**src/rtl/mult_div_unit_if.sv**
```systemverilog
// Handshake and data bundle between the control/datapath and the multiply/divide unit.
// The master side issues operations and MTHI/MTLO writes; the slave side owns HI/LO.
interface mult_div_unit_if #(
    parameter int WIDTH = 32
);
    logic             start;
    logic [1:0]       op;
    logic [WIDTH-1:0] a;
    logic [WIDTH-1:0] b;
    logic             hi_wr;
    logic             lo_wr;
    logic [WIDTH-1:0] wr_data;
    logic             busy;
    logic             done;
    logic             div_zero;
    logic [WIDTH-1:0] hi;
    logic [WIDTH-1:0] lo;

    modport master (
        output start, op, a, b, hi_wr, lo_wr, wr_data,
        input  busy, done, div_zero, hi, lo
    );

    modport slave (
        input  start, op, a, b, hi_wr, lo_wr, wr_data,
        output busy, done, div_zero, hi, lo
    );
endinterface

```
**src/rtl/mult_div_unit.sv**
```systemverilog
// Multicycle signed/unsigned multiply (shift-add) and divide (restoring) unit owning HI/LO.
// Magnitudes are iterated for WIDTH cycles, then signs are applied in a single FIX cycle.
module mult_div_unit #(
    parameter int WIDTH = 32
) (
    input logic            clk,
    input logic            reset,
    mult_div_unit_if.slave bus
);
    localparam int CNT_W = $clog2(WIDTH);
    localparam logic [CNT_W-1:0] LAST = CNT_W'(WIDTH - 1);

    typedef enum logic [1:0] {IDLE = 2'd0, CALC = 2'd1, FIX = 2'd2} state_t;

    function automatic logic [WIDTH-1:0] cond_neg(input logic signed [WIDTH-1:0] v,
                                                  input logic neg);
        return neg ? -v : v;
    endfunction

    function automatic logic [2*WIDTH-1:0] cond_neg_wide(input logic signed [2*WIDTH-1:0] v,
                                                         input logic neg);
        return neg ? -v : v;
    endfunction

    state_t           state, state_nxt;
    logic [CNT_W-1:0] cnt;
    logic             is_div, neg_q, neg_r;
    logic [WIDTH-1:0] acc_hi, acc_lo, opnd;
    logic [WIDTH-1:0] hi_q, lo_q;
    logic             done_q, dz_q;

    logic             sign_a, sign_b, div_by_zero;
    logic [WIDTH-1:0] mag_a, mag_b;
    logic [WIDTH:0]   mul_sum, div_shift, div_diff;

    always_comb begin
        sign_a      = bus.a[WIDTH-1] & ~bus.op[0];
        sign_b      = bus.b[WIDTH-1] & ~bus.op[0];
        mag_a       = cond_neg(bus.a, sign_a);
        mag_b       = cond_neg(bus.b, sign_b);
        div_by_zero = bus.op[1] && (bus.b == '0);
        mul_sum     = {1'b0, acc_hi} + (acc_lo[0] ? {1'b0, opnd} : '0);
        // Partial remainder shifted left with the next dividend bit; a clear MSB of the difference means it fits.
        div_shift   = {acc_hi, acc_lo[WIDTH-1]};
        div_diff    = div_shift - {1'b0, opnd};
    end

    always_ff @(posedge clk or negedge reset) begin
        if (!reset) state <= IDLE;
        else        state <= state_nxt;
    end

    always_comb begin
        state_nxt = state;
        case (state)
            IDLE:    if (bus.start && !div_by_zero) state_nxt = CALC;
            CALC:    if (cnt == LAST) state_nxt = FIX;
            FIX:     state_nxt = IDLE;
            default: state_nxt = IDLE;
        endcase
    end

    always_comb begin
        bus.busy     = (state != IDLE);
        bus.done     = done_q;
        bus.div_zero = dz_q;
        bus.hi       = hi_q;
        bus.lo       = lo_q;
    end

    always_ff @(posedge clk or negedge reset) begin
        if (!reset) begin
            cnt    <= '0;
            is_div <= 1'b0;
            neg_q  <= 1'b0;
            neg_r  <= 1'b0;
            acc_hi <= '0;
            acc_lo <= '0;
            opnd   <= '0;
            hi_q   <= '0;
            lo_q   <= '0;
            done_q <= 1'b0;
            dz_q   <= 1'b0;
        end else begin
            done_q <= 1'b0;
            dz_q   <= 1'b0;
            case (state)
                IDLE: begin
                    if (bus.start) begin
                        if (div_by_zero) begin
                            done_q <= 1'b1;
                            dz_q   <= 1'b1;
                        end else begin
                            is_div <= bus.op[1];
                            neg_q  <= sign_a ^ sign_b;
                            neg_r  <= sign_a;
                            cnt    <= '0;
                            acc_hi <= '0;
                            acc_lo <= bus.op[1] ? mag_a : mag_b;
                            opnd   <= bus.op[1] ? mag_b : mag_a;
                        end
                    end else begin
                        if (bus.hi_wr) hi_q <= bus.wr_data;
                        if (bus.lo_wr) lo_q <= bus.wr_data;
                    end
                end
                CALC: begin
                    cnt <= cnt + 1'b1;
                    if (is_div) begin
                        acc_hi <= div_diff[WIDTH] ? div_shift[WIDTH-1:0] : div_diff[WIDTH-1:0];
                        acc_lo <= {acc_lo[WIDTH-2:0], ~div_diff[WIDTH]};
                    end else begin
                        acc_hi <= mul_sum[WIDTH:1];
                        acc_lo <= {mul_sum[0], acc_lo[WIDTH-1:1]};
                    end
                end
                FIX: begin
                    done_q <= 1'b1;
                    if (is_div) begin
                        lo_q <= cond_neg(acc_lo, neg_q);
                        hi_q <= cond_neg(acc_hi, neg_r);
                    end else begin
                        {hi_q, lo_q} <= cond_neg_wide({acc_hi, acc_lo}, neg_q);
                    end
                end
                default: ;
            endcase
        end
    end
endmodule

```
**src/flat_wrapper.sv**
```systemverilog
// flat-port wrapper written by rule: the top's interface ports become plain ports
module mult_div_unit_flat 
#(
    parameter int WIDTH = 32
)
  (clk, reset, bus_start, bus_op, bus_a, bus_b, bus_hi_wr, bus_lo_wr, bus_wr_data, bus_busy, bus_done, bus_div_zero, bus_hi, bus_lo);
  mult_div_unit_if #(.WIDTH(WIDTH)) bus_i ();
  input logic clk;
  input logic reset;
  input wire logic [$bits(bus_i.start)-1:0] bus_start;
  input wire logic [$bits(bus_i.op)-1:0] bus_op;
  input wire logic [$bits(bus_i.a)-1:0] bus_a;
  input wire logic [$bits(bus_i.b)-1:0] bus_b;
  input wire logic [$bits(bus_i.hi_wr)-1:0] bus_hi_wr;
  input wire logic [$bits(bus_i.lo_wr)-1:0] bus_lo_wr;
  input wire logic [$bits(bus_i.wr_data)-1:0] bus_wr_data;
  output wire logic [$bits(bus_i.busy)-1:0] bus_busy;
  output wire logic [$bits(bus_i.done)-1:0] bus_done;
  output wire logic [$bits(bus_i.div_zero)-1:0] bus_div_zero;
  output wire logic [$bits(bus_i.hi)-1:0] bus_hi;
  output wire logic [$bits(bus_i.lo)-1:0] bus_lo;
  assign bus_i.start = bus_start;
  assign bus_i.op = bus_op;
  assign bus_i.a = bus_a;
  assign bus_i.b = bus_b;
  assign bus_i.hi_wr = bus_hi_wr;
  assign bus_i.lo_wr = bus_lo_wr;
  assign bus_i.wr_data = bus_wr_data;
  assign bus_busy = bus_i.busy;
  assign bus_done = bus_i.done;
  assign bus_div_zero = bus_i.div_zero;
  assign bus_hi = bus_i.hi;
  assign bus_lo = bus_i.lo;
  mult_div_unit #(.WIDTH(WIDTH)) u_core (.clk(clk), .reset(reset), .bus(bus_i));
endmodule
```
**config.mk**
```make
export PLATFORM = sky130hd
export DESIGN_NAME = mult_div_unit_flat
export DESIGN_NICKNAME = d
export VERILOG_FILES = /design/src/rtl/mult_div_unit_if.sv /design/src/rtl/mult_div_unit.sv /design/src/flat_wrapper.sv
export SDC_FILE = /design/constraint.sdc
export NUM_CORES = 1
export LEC_CHECK = 0
export CORE_AREA = 2 2 170 172
export CTS_CLUSTER_DIAMETER = 200
export DETAILED_ROUTE_END_ITERATION = 16
export DIE_AREA = 0 0 172 174
export PLACE_DENSITY_LB_ADDON = 0.25
export SETUP_SLACK_MARGIN = 0.5
export SLEW_MARGIN = 20
export SYNTH_ARGS = -nofsm -noshare
export SYNTH_HDL_FRONTEND = slang
export SYNTH_SLANG_ARGS = --single-unit
```
**constraint.sdc**
```tcl
create_clock -name clk -period 5 [get_ports clk]
set_clock_uncertainty 0.1 [all_clocks]
set_input_delay 0.75 -clock clk [delete_from_list [all_inputs] [get_ports clk]]
set_output_delay 0.75 -clock clk [all_outputs]
set_load 0.05 [all_outputs]
```
# Word-level counts from Yosys, hierarchy flattened
# Index checks and enable logic that the tools add are counted.
[op_classes] reduce_logical=13 eq_ne=10 order_cmp=0 div=0 muxes=35 mul=0 n_bitwise=6 shift=0 addsub=8
[ops] cell="32-bit two-way mux" count=20
[ops] cell="32-bit one-hot mux with 2 select lines" count=4
[ops] cell="32-bit negation" count=4
[ops] cell="64-bit two-way mux" count=1
[ops] cell="64-bit negation" count=1
[ops] cell="32-bit by 33-bit adder with 33-bit output" count=1
[ops] cell="33-bit by 32-bit subtractor with 33-bit output" count=1
[ops] cell="32-bit zero test" count=1
[ops] cell="3-bit AND reduction" count=4
[ops] cell="5-bit two-way mux" count=2
[ops] cell="2-bit != test, second input constant" count=5
[ops] cell="5-bit one-hot mux with 2 select lines" count=1
[ops] cell="2-bit nonzero test" count=3
[ops] cell="5-bit by 1-bit adder with 5-bit output, second input constant" count=1
[ops] cell="5-bit equality test, second input constant" count=1
[ops] cell="2-bit two-way mux" count=2
[ops] cell="2-bit by 1-bit != test with 1-bit output, second input constant" count=2
[ops] cell="2-bit one-hot mux with 2 select lines" count=1
[ops] cell="1-bit two-way mux" count=3
[ops] cell="1-bit NOT" count=3
[ops] cell="1-bit AND" count=2
[ops] cell="2-bit by 1-bit equality test with 1-bit output, second input constant" count=1
[ops] cell="2-bit equality test, second input constant" count=1
[ops] cell="1-bit logical AND" count=2
[ops] cell="other kinds (5)" count=5
[word_totals] romBits=0 register_bits=172 latch_bits=0 ramBits=0 inputBits=103 n_memories=0

# Logic depth before layout (Yosys ltp)
# Gate-level depths: netlist (run 1).
[logic_depth] depth_word=7 ltp_mapped=15

# Worst setup path before layout (run 1)
# No wires, ideal clock.
[synth_timing] path_kind="reg2reg" from="register u_core.acc_lo[31]" to="register u_core.acc_hi[16]" path_buffers=3 stages_incl_launch_ff=16 slack_ns=1.558 period_less_slack_ns=3.442 required_ns=4.766 setup_time_ns=0.134 t_arrival_ns=3.208 cell_sequence="dfrtp_1 > clkbuf_1 > inv_1 > ha_1 > fa_1 > nor2b_1 > o31a_1 > o21ai_0 > o31ai_1 > a21oi_1 > mux2i_1 > nand2_1 > buf_4 > buf_4 > mux2i_1 > o21ai_0"
[synth_via] elab_chain_len=4
[synth_rtl] item="start, declared" line_no="mult_div_unit.sv:28" source="logic [WIDTH-1:0] acc_hi, acc_lo, opnd;"
[synth_rtl] item="start signal, assigned" line_no="mult_div_unit.sv:99" source="acc_lo <= bus.op[1] ? mag_a : mag_b;"
[synth_rtl] item="start signal, assigned" line_no="mult_div_unit.sv:111" source="acc_lo <= {acc_lo[WIDTH-2:0], ~div_diff[WIDTH]};"
[synth_rtl] item="start signal, assigned" line_no="mult_div_unit.sv:114" source="acc_lo <= {mul_sum[0], acc_lo[WIDTH-1:1]};"
[synth_rtl] item="33-bit by 32-bit subtractor with 33-bit output" line_no="mult_div_unit.sv:45" source="div_diff = div_shift - {1'b0, opnd};"
[synth_rtl] item="32-bit two-way mux" line_no="mult_div_unit.sv:110" source="acc_hi <= div_diff[WIDTH] ? div_shift[WIDTH-1:0] : div_diff[WIDTH-1:0];"
[synth_rtl] item="32-bit two-way mux" line_no="mult_div_unit.sv:109" source="if (is_div) begin"
[synth_rtl] item="32-bit one-hot mux with 2 select lines" line_no="mult_div_unit.sv:87" source="case (state)"
[synth_rtl] item="end signal, assigned" line_no="mult_div_unit.sv:110"
[synth_rtl] item="end signal, assigned" line_no="mult_div_unit.sv:113" source="acc_hi <= mul_sum[WIDTH:1];"
[synth_rtl] item="end, declared" line_no="mult_div_unit.sv:28"
# Every way passes these cells.
# A chain may end at the register's enable or synchronous reset.

# Final worst setup path (run 1)
[layout_timing] from="input bus_b[0]" to="register u_core.acc_lo[29]"
[layout_via] elab_chain_len=6 word_cells_on_any_way=10
[layout_rtl] item="start, declared" line_no="flat_wrapper.sv:13" source="input wire logic [$bits(bus_i.b)-1:0] bus_b;"
[layout_rtl] item="32-bit negation" line_no="mult_div_unit.sv:17" source="return neg ? -v : v;"
[layout_rtl] item="32-bit two-way mux" line_no="mult_div_unit.sv:17"
[layout_rtl] item="32-bit two-way mux" line_no="mult_div_unit.sv:99"
[layout_rtl] item="32-bit two-way mux" line_no="mult_div_unit.sv:90" source="if (div_by_zero) begin"
[layout_rtl] item="32-bit two-way mux" line_no="mult_div_unit.sv:89" source="if (bus.start) begin"
[layout_rtl] item="32-bit one-hot mux with 2 select lines" line_no="mult_div_unit.sv:87"
# Parallel ways exist; a longest one is shown, timed or not. The select of a mux whose other input is x is not followed.

==> flow_metrics.env, run 1 <==
export IMPL_run_status="completed"
export IMPL_via_count=15300
export IMPL_number_of_antenna_violations_at_the_first_check_in_global_routing=0
export IMPL_asyncSetResetFlopFracSynth=1.00
export IMPL_wirelength_um=52700
export IMPL_setup_total_negative_slack_ps=0
export IMPL_synthesis_nets=2112
export IMPL_post_synth_top_area_cell="sky130_fd_sc_hd__dfrtp_1"
export IMPL_setup_slack_ps=824
export IMPL_die_width_um=172
export IMPL_synth_cell_area_um2=15200
export IMPL_crit_reg2reg_launch="u_core.acc_lo[31]"
export IMPL_syn_to_final_growth_pct=17.1
export IMPL_route_detailed_drc=0
export IMPL_worstSkewPairLatency_ps=450
export IMPL_routed_via_density=6.27
export IMPL_cts_tree="yes"
export IMPL_global_route_overflow_total=0
export IMPL_slew_viol_final=0
export IMPL_regToRegEndpoint="u_core.acc_hi[17]"
export IMPL_root_cell_of_the_clock_tree="sky130_fd_sc_hd__clkbuf_16"
export IMPL_initial_utilization=0.539
export IMPL_yosys_top_cells_area="sky130_fd_sc_hd__dfrtp_1, sky130_fd_sc_hd__o21ai_0, sky130_fd_sc_hd__mux2i_1"
export IMPL_maxClockFrequency_mhz=239
export IMPL_cts_made_buffers=17
export IMPL_grt_first_pass_wirelength_um=81100
export IMPL_num_fill_cells=2489
export IMPL_crit_path_max_incr_delay_ps=570
export IMPL_io_pin_count=170
export IMPL_count_of_flip_flops_with_a_built_in_enable_after_synthesis=0
export IMPL_grt_max_degree=98
export IMPL_yosysTopAreaCellShare=0.283
export IMPL_worstSetupPathType="primary input to flip-flop"
export IMPL_critical_path_cell_by_cell="clkdlybuf4s50_1 > inv_1 > ha_1 > or3b_2 > or4_1 > nor2_4 > nand2_2 > o31ai_4 > a21oi_2 > nand2_2 > nor3_1 > a311oi_1"
export IMPL_pre_cts_ws_ps=437
export IMPL_first_iter_violations=1823
export IMPL_critical_path_slowest_cell="sky130_fd_sc_hd__nand2_2"
export IMPL_min_path_type="primary input to asynchronous set/reset pin"
export IMPL_cpLargestDelayFamily="simple AND/OR/NAND/NOR gates"
export IMPL_power_leakage_nw=7.36
export IMPL_yosysSeqAreaShare=0.283
export IMPL_worst_slew_pin_slew_ps=1070
export IMPL_number_of_buffers_and_inverters_on_the_critical_path=2
export IMPL_reg2reg_setup_slack_ps=850
export IMPL_synth_flop_cell="sky130_fd_sc_hd__dfrtp_1"
export IMPL_vdd_ir_drop_worst_mv=0.380
export IMPL_port_buffers=169
export IMPL_rows=62
export IMPL_finalHoldViolations=0
export IMPL_synth_lib_cells_used_distinct=76
export IMPL_synth_avg_cell_area_um2=7.86
export IMPL_grt_use_total=0.354
export IMPL_dp_hpwl_um=41100
export IMPL_layout_nets=2214
export IMPL_height_of_the_chip_um=174
export IMPL_cp_max_fo=36
export IMPL_postCtsSetupRepairBufs=0
export IMPL_core_area_um2=28200
export IMPL_dieArea_um2=29900
export IMPL_finish_instance_area_um2=17800
export IMPL_worst_reg2reg_path_depth=15
export IMPL_detail_route_wl_per_cell_um=21.6
export IMPL_drt_antenna_violating_nets=0
export IMPL_cp_common_cell="sky130_fd_sc_hd__nand2_2"
export IMPL_postLayoutCoreUtil=0.631
export IMPL_multi_input_gate_area_um2=10200
export IMPL_max_slew_headroom_at_the_worst_pin=0.286
export IMPL_worstPathArrival_ps=4420
export IMPL_report_final_setup_viol=0
export IMPL_post_dp_cell_area_um2=17200
export IMPL_cap_viol_max_count=0
export IMPL_fin_crit_ps=4180
export IMPL_routabilityCongestion=0.931
export IMPL_clk_buf_depth=2
export IMPL_cp_required_ps=5240
export IMPL_pwr_density_nw_per_um2=816
export IMPL_first_pass_iters=8
export IMPL_ys_warn_count=0
export IMPL_cts_htree_levels=4
export IMPL_post_route_cells_drive_above_1_share=0.0585
export IMPL_sequential_cell_area_um2=4310
export IMPL_end_kind="flip-flop"
export IMPL_grt_pass1_vias=14000
export IMPL_synth_seq_cells=172
export IMPL_netlist_instances=1937
export IMPL_timing_critical_path_from_type="primary input"
export IMPL_clock_sinks=172
export IMPL_grt_setup_unrepaired="false"
export IMPL_antenna_cells_inserted=0
export IMPL_fin_crit_sh=0.835
export IMPL_path_clk_slew_ps=80
cells by family after synthesis:
logic type / synth area share
AOI/OAI and AO/OA: 0.244
adders and majority gates: 0.0602
DFF: 0.283
and+or+nand+nor: 0.195
muxes: 0.0712
buffers and inverters: 0.0485
xor gates and xnor gates: 0.0978
stage by stage:
step,std cells,hold WS (ps),power [W]
6_report,2436,271,0.0145
4_1_cts,2436,347,0.0143
2_1_floorplan,1937,350,0.00988
5_1_grt,2436,357,0.0155
3_3_place_gp,2404,364,0.0126
3_5_place_dp,2404,370,0.0128
cell type report:
cell class,count,area share
clock buffers,17,0.0239
clock inverters,15,0.0126
inverters,70,0.0147
multi-input cells,1579,0.573
flip-flops and latches,172,0.241
well taps,384,0.0269
repair buffers,199,0.107
cells in the mapped netlist (8+ instances only):
library cell / n
sky130_fd_sc_hd__nand2_1: 235
sky130_fd_sc_hd__o21ai_0: 204
sky130_fd_sc_hd__nor2_1: 175
sky130_fd_sc_hd__dfrtp_1: 172
sky130_fd_sc_hd__a21oi_1: 150
sky130_fd_sc_hd__xnor2_1: 102
sky130_fd_sc_hd__mux2i_1: 97
sky130_fd_sc_hd__clkbuf_1: 89
sky130_fd_sc_hd__ha_1: 70
sky130_fd_sc_hd__inv_1: 70
sky130_fd_sc_hd__xor2_1: 68
sky130_fd_sc_hd__nor3_1: 39
sky130_fd_sc_hd__a22oi_1: 34
sky130_fd_sc_hd__a21o_1: 25
sky130_fd_sc_hd__nand3_1: 22
sky130_fd_sc_hd__nand2b_1: 21
sky130_fd_sc_hd__nor4_1: 19
sky130_fd_sc_hd__o211ai_1: 19
sky130_fd_sc_hd__o31ai_1: 19
sky130_fd_sc_hd__or3_1: 19
sky130_fd_sc_hd__o21ai_1: 17
sky130_fd_sc_hd__o221ai_1: 16
sky130_fd_sc_hd__o22ai_1: 16
sky130_fd_sc_hd__a31oi_1: 14
sky130_fd_sc_hd__buf_1: 14
sky130_fd_sc_hd__o21a_1: 13
sky130_fd_sc_hd__nor2b_1: 12
sky130_fd_sc_hd__o41ai_1: 12
sky130_fd_sc_hd__a211oi_1: 11
sky130_fd_sc_hd__and3_1: 11
sky130_fd_sc_hd__or4_1: 11
sky130_fd_sc_hd__mux2_2: 10
sky130_fd_sc_hd__nand4_1: 8
sky130_fd_sc_hd__o21bai_1: 8
layout by cell type, fill, tap and decap left out, types with 7 or more instances in the layout:
master / instances
sky130_fd_sc_hd__o21ai_0: 203
sky130_fd_sc_hd__o22ai_1: 16
sky130_fd_sc_hd__nor2b_1: 11
sky130_fd_sc_hd__nor4_1: 19
sky130_fd_sc_hd__a21o_1: 25
sky130_fd_sc_hd__inv_1: 70
sky130_fd_sc_hd__o21ai_1: 17
sky130_fd_sc_hd__buf_4: 30
sky130_fd_sc_hd__xor2_1: 68
sky130_fd_sc_hd__a21oi_1: 149
sky130_fd_sc_hd__a211oi_1: 11
sky130_fd_sc_hd__mux2i_1: 97
sky130_fd_sc_hd__o211ai_1: 19
sky130_fd_sc_hd__a31oi_1: 14
sky130_fd_sc_hd__and3_1: 11
sky130_fd_sc_hd__nand3_1: 22
sky130_fd_sc_hd__dfrtp_1: 171
sky130_fd_sc_hd__nand2_1: 233
sky130_fd_sc_hd__nor2_1: 174
sky130_fd_sc_hd__mux2_2: 10
sky130_fd_sc_hd__o21a_1: 13
sky130_fd_sc_hd__o41ai_1: 12
sky130_fd_sc_hd__or2_2: 7
sky130_fd_sc_hd__xnor2_1: 102
sky130_fd_sc_hd__a22oi_1: 34
sky130_fd_sc_hd__o21bai_1: 8
sky130_fd_sc_hd__clkdlybuf4s50_1: 167
sky130_fd_sc_hd__nor3_1: 39
sky130_fd_sc_hd__or4_1: 11
sky130_fd_sc_hd__nand2b_1: 21
sky130_fd_sc_hd__o31ai_1: 19
sky130_fd_sc_hd__ha_1: 70
sky130_fd_sc_hd__or3_1: 19
sky130_fd_sc_hd__o221ai_1: 16
sky130_fd_sc_hd__and2_1: 7
sky130_fd_sc_hd__nand4_1: 8
sky130_fd_sc_hd__clkbuf_16: 17
worst reg2reg max path: cells and delay by family (launching register included):
kind                       cells  cell delay [ps]
AOI/OAI and AO/OA              5             1020
adders and majority gates      2              650
buffers and inverters          4              870
DFF                            1              530
muxes                          2              410
and+or+nand+nor                2              410
power breakdown:
| part | leakage (nW) | switching, W | internal [W] |
|---|---|---|---|
| Combinational | 4.97 | 0.00612 | 0.00389 |
| Sequential | 2.07 | 0.000958 | 0.00210 |
| Clock | 0.318 | 0.000660 | 0.000818 |
state kept, by name, indices dropped and copies added, names as in the netlist:
register	cells
u_core.is_div	1
u_core.neg_q	1
u_core.bus.div_zero	1
u_core.neg_r	1
u_core.bus.lo	32
u_core.acc_hi	32
u_core.bus.done	1
u_core.cnt	5
u_core.opnd	32
u_core.state	2
u_core.acc_lo	32
u_core.bus.hi	32
how the worst max path moves through the flow:
| stage | slack, ps | startpoint | cells after the start | end |
|---|---|---|---|---|
| 5_1_grt | 590 | bus_b[0] | 12 | u_core.acc_lo[29] |
| 3_5_place_dp | 440 | bus_b[0] | 12 | u_core.acc_lo[29] |
| 3_3_place_gp | 530 | bus_b[0] | 12 | u_core.acc_lo[0] |
| 2_1_floorplan | 1560 | u_core.acc_lo[31] | 15 | u_core.acc_hi[16] |
| 6_report | 820 | bus_b[0] | 12 | u_core.acc_lo[29] |
| 4_1_cts | 790 | u_core.acc_lo[31] | 15 | u_core.acc_hi[16] |
timing repair:
| item | 4_1_cts | 5_1_grt |
|---|---|---|
| hold buffers | 0 | 0 |
| endpoints found under the setup margin | 0 | 6 |
| gates resized for setup | 0 | 1 |
per-layer routing:
layer | wire length, um | vias up | track usage | share of wire
met1 | 23100 | 7170 | 0.513 | 0.44
li1 | - | 7167 | - | -
met2 | 21800 | 830 | 0.503 | 0.41
met3 | 4980 | 114 | 0.0688 | 0.094
met4 | 2800 | 0 | 0.170 | 0.053
met5 | 0 | - | 0 | 0
No activity file was read; power rests on OpenSTA's default activity.
==> inputs of run 2 (changes only) <==
clock period = 3.9 ns   (was 5 ns; I/O delays follow)
==> flow_metrics.env, run 2 (synthesis gave the netlist of run 1 again) <==
export IMPL_swShare=0.523
export IMPL_grt_pass1_vias=14700
export IMPL_dp_hpwl_um=40500
export IMPL_worst_reg2reg_path_depth=12
export IMPL_num_fill_cells=2477
export IMPL_reg2reg_setup_slack_ps=440
export IMPL_global_route_overflow_total=0
export IMPL_post_route_cells_drive_above_1_share=0.100
export IMPL_dieArea_um2=29900
export IMPL_route_detailed_drc=0
export IMPL_combinational_power_share=0.710
export IMPL_path_clk_slew_ps=70
export IMPL_root_cell_of_the_clock_tree="sky130_fd_sc_hd__clkbuf_16"
export IMPL_io_pin_count=170
export IMPL_maxClockFrequency_mhz=289
export IMPL_grt_use_total=0.350
export IMPL_cellInternalPower_w=0.00914
export IMPL_cts_htree_levels=4
export IMPL_cp_required_ps=4110
export IMPL_placed_cells=2441
export IMPL_clkPwrFrac=0.088
export IMPL_wirelength_um=53100
export IMPL_slew_viol_final=0
export IMPL_drt_antenna_violating_nets=0
export IMPL_antenna_cells_inserted=0
export IMPL_regToRegEndpoint="u_core.acc_hi[31]"
export IMPL_multi_input_gate_area_um2=10500
export IMPL_syn_to_final_growth_pct=21.4
export IMPL_routabilityCongestion=0.991
export IMPL_first_pass_iters=6
export IMPL_total_power_w=0.0192
export IMPL_vdd_ir_drop_worst_mv=0.493
export IMPL_mostFrequentLayoutCell="sky130_fd_sc_hd__nand2_1"
export IMPL_min_path_type="primary input to asynchronous set/reset pin"
export IMPL_detail_route_wl_per_cell_um=21.4
export IMPL_grt_first_pass_wirelength_um=81500
export IMPL_clock_sinks=172
export IMPL_grt_setup_unrepaired="true"
export IMPL_fin_crit_ps=3460
export IMPL_rows=62
export IMPL_power_leakage_nw=7.63
export IMPL_port_buffers=169
export IMPL_postLayoutCoreUtil=0.654
export IMPL_grtUsageMet1=0.484
export IMPL_timing_critical_path_from_type="flip-flop"
export IMPL_cts_made_buffers=17
export IMPL_grt_util_met3=0.0681
export IMPL_worstSkewPairLatency_ps=450
export IMPL_routed_via_density=6.34
export IMPL_pwr_density_nw_per_um2=1040
export IMPL_fin_crit_sh=0.888
export IMPL_report_final_setup_viol=0
export IMPL_cap_viol_max_count=0
export IMPL_core_area_um2=28200
export IMPL_finalHoldViolations=0
export IMPL_finish_instance_area_um2=18500
export IMPL_worstPathArrival_ps=3670
export IMPL_net_switching_power_w=0.0100
export IMPL_grt_max_degree=84
export IMPL_cp_max_fo=15
export IMPL_global_route_peak_usage_layer="met2"
export IMPL_number_of_antenna_violations_at_the_first_check_in_global_routing=0
export IMPL_use_met2=0.534
export IMPL_die_width_um=172
export IMPL_clk_buf_depth=2
export IMPL_worst_slew_pin_slew_ps=960
export IMPL_run_status="completed"
export IMPL_layout_nets=2264
export IMPL_most_common_layout_cells="sky130_fd_sc_hd__nand2_1, sky130_fd_sc_hd__o21ai_0, sky130_fd_sc_hd__nor2_1"
export IMPL_via_count=15800
export IMPL_sequential_cell_area_um2=4310
export IMPL_end_kind="flip-flop"
export IMPL_initial_utilization=0.539
export IMPL_max_slew_headroom_at_the_worst_pin=0.358
export IMPL_post_layout_nonfiller_instances=2485
export IMPL_height_of_the_chip_um=174
export IMPL_first_iter_violations=1696
export IMPL_crit_reg2reg_launch="u_core.acc_lo[0]"
export IMPL_p_seq_frac=0.202
export IMPL_cts_tree="yes"
export IMPL_cts_hold_repair_buffers=0
export IMPL_worstSetupPathType="flip-flop to flip-flop"
export IMPL_post_dp_cell_area_um2=17500
## run 2: how the worst max path moves through the flow
stage | end | startpoint | slack (ps) | cells after the start
after CTS | u_core.acc_hi[29] | u_core.acc_lo[0] | 480 | 13
after floorplan | u_core.acc_hi[30] | u_core.acc_lo[0] | 580 | 14
final | u_core.acc_hi[31] | u_core.acc_lo[0] | 440 | 12
after detailed placement | u_core.acc_lo[30] | bus_a[0] | -7 | 11
after global routing | u_core.acc_hi[30] | u_core.acc_lo[0] | 340 | 15
after global placement | u_core.acc_lo[30] | bus_a[0] | 90 | 11
## run 2: per-stage QoR
stage | hold WS, ps | TNS [ps] | setup slack [ps]
finish | 84.8 | 0 | 435
CTS | 143 | 0 | 475
floorplan | 189 | 0 | 579
global placement | 365 | 0 | 93.1
global route | 157 | 0 | 344
detailed placement | 372 | -6.73 | -6.73
## run 2: what timing repair did
| action | in CTS | in global routing |
|---|---|---|
| setup buffers | 2 | 9 |
| gates resized for setup | 16 | 53 |
| gates cloned | 1 | 1 |
| setup endpoints to repair | 30 | 86 |
| pin swaps | 2 | 19 |
| hold endpoints to repair | 0 | 0 |
## run 2: worst max-delay path, cell delays in order (launching register included)
cell and delay (ps):
sky130_fd_sc_hd__dfrtp_2 430, sky130_fd_sc_hd__inv_4 110, sky130_fd_sc_hd__bufbuf_16 320, sky130_fd_sc_hd__nor2_1 50
sky130_fd_sc_hd__ha_1 360, sky130_fd_sc_hd__and3_1 230, sky130_fd_sc_hd__a221o_1 350, sky130_fd_sc_hd__a22oi_2 240
sky130_fd_sc_hd__o21ai_4 120, sky130_fd_sc_hd__a41o_1 270, sky130_fd_sc_hd__o311a_1 310, sky130_fd_sc_hd__nor4_2 310
sky130_fd_sc_hd__o41ai_2 120
## run 2: power groups by stage
stage	Sequential, W	Clock, W	Combinational (W)
6_report	0.00387	0.00169	0.0136
5_1_grt	0.00394	0.00177	0.0147
4_1_cts	0.00379	0.00168	0.0130
3_5_place_dp	0.00381	0	0.0127
3_3_place_gp	0.00378	0	0.0124
2_1_floorplan	0.00458	0	0.00809
## run 2: layer usage
metal	vias up	wire length (um)
met5	-	0
met4	0	2530
met3	158	5350
met2	918	23400
met1	7406	21900
li1	7277	-
## run 2: cell type report
type                    instances  area share
multi-input cells            1579       0.567
flip-flops and latches        172       0.233
repair buffers                249       0.129
well taps                     384      0.0260
clock buffers                  22      0.0240
inverters                      70      0.0144
clock inverters                 9     0.00616
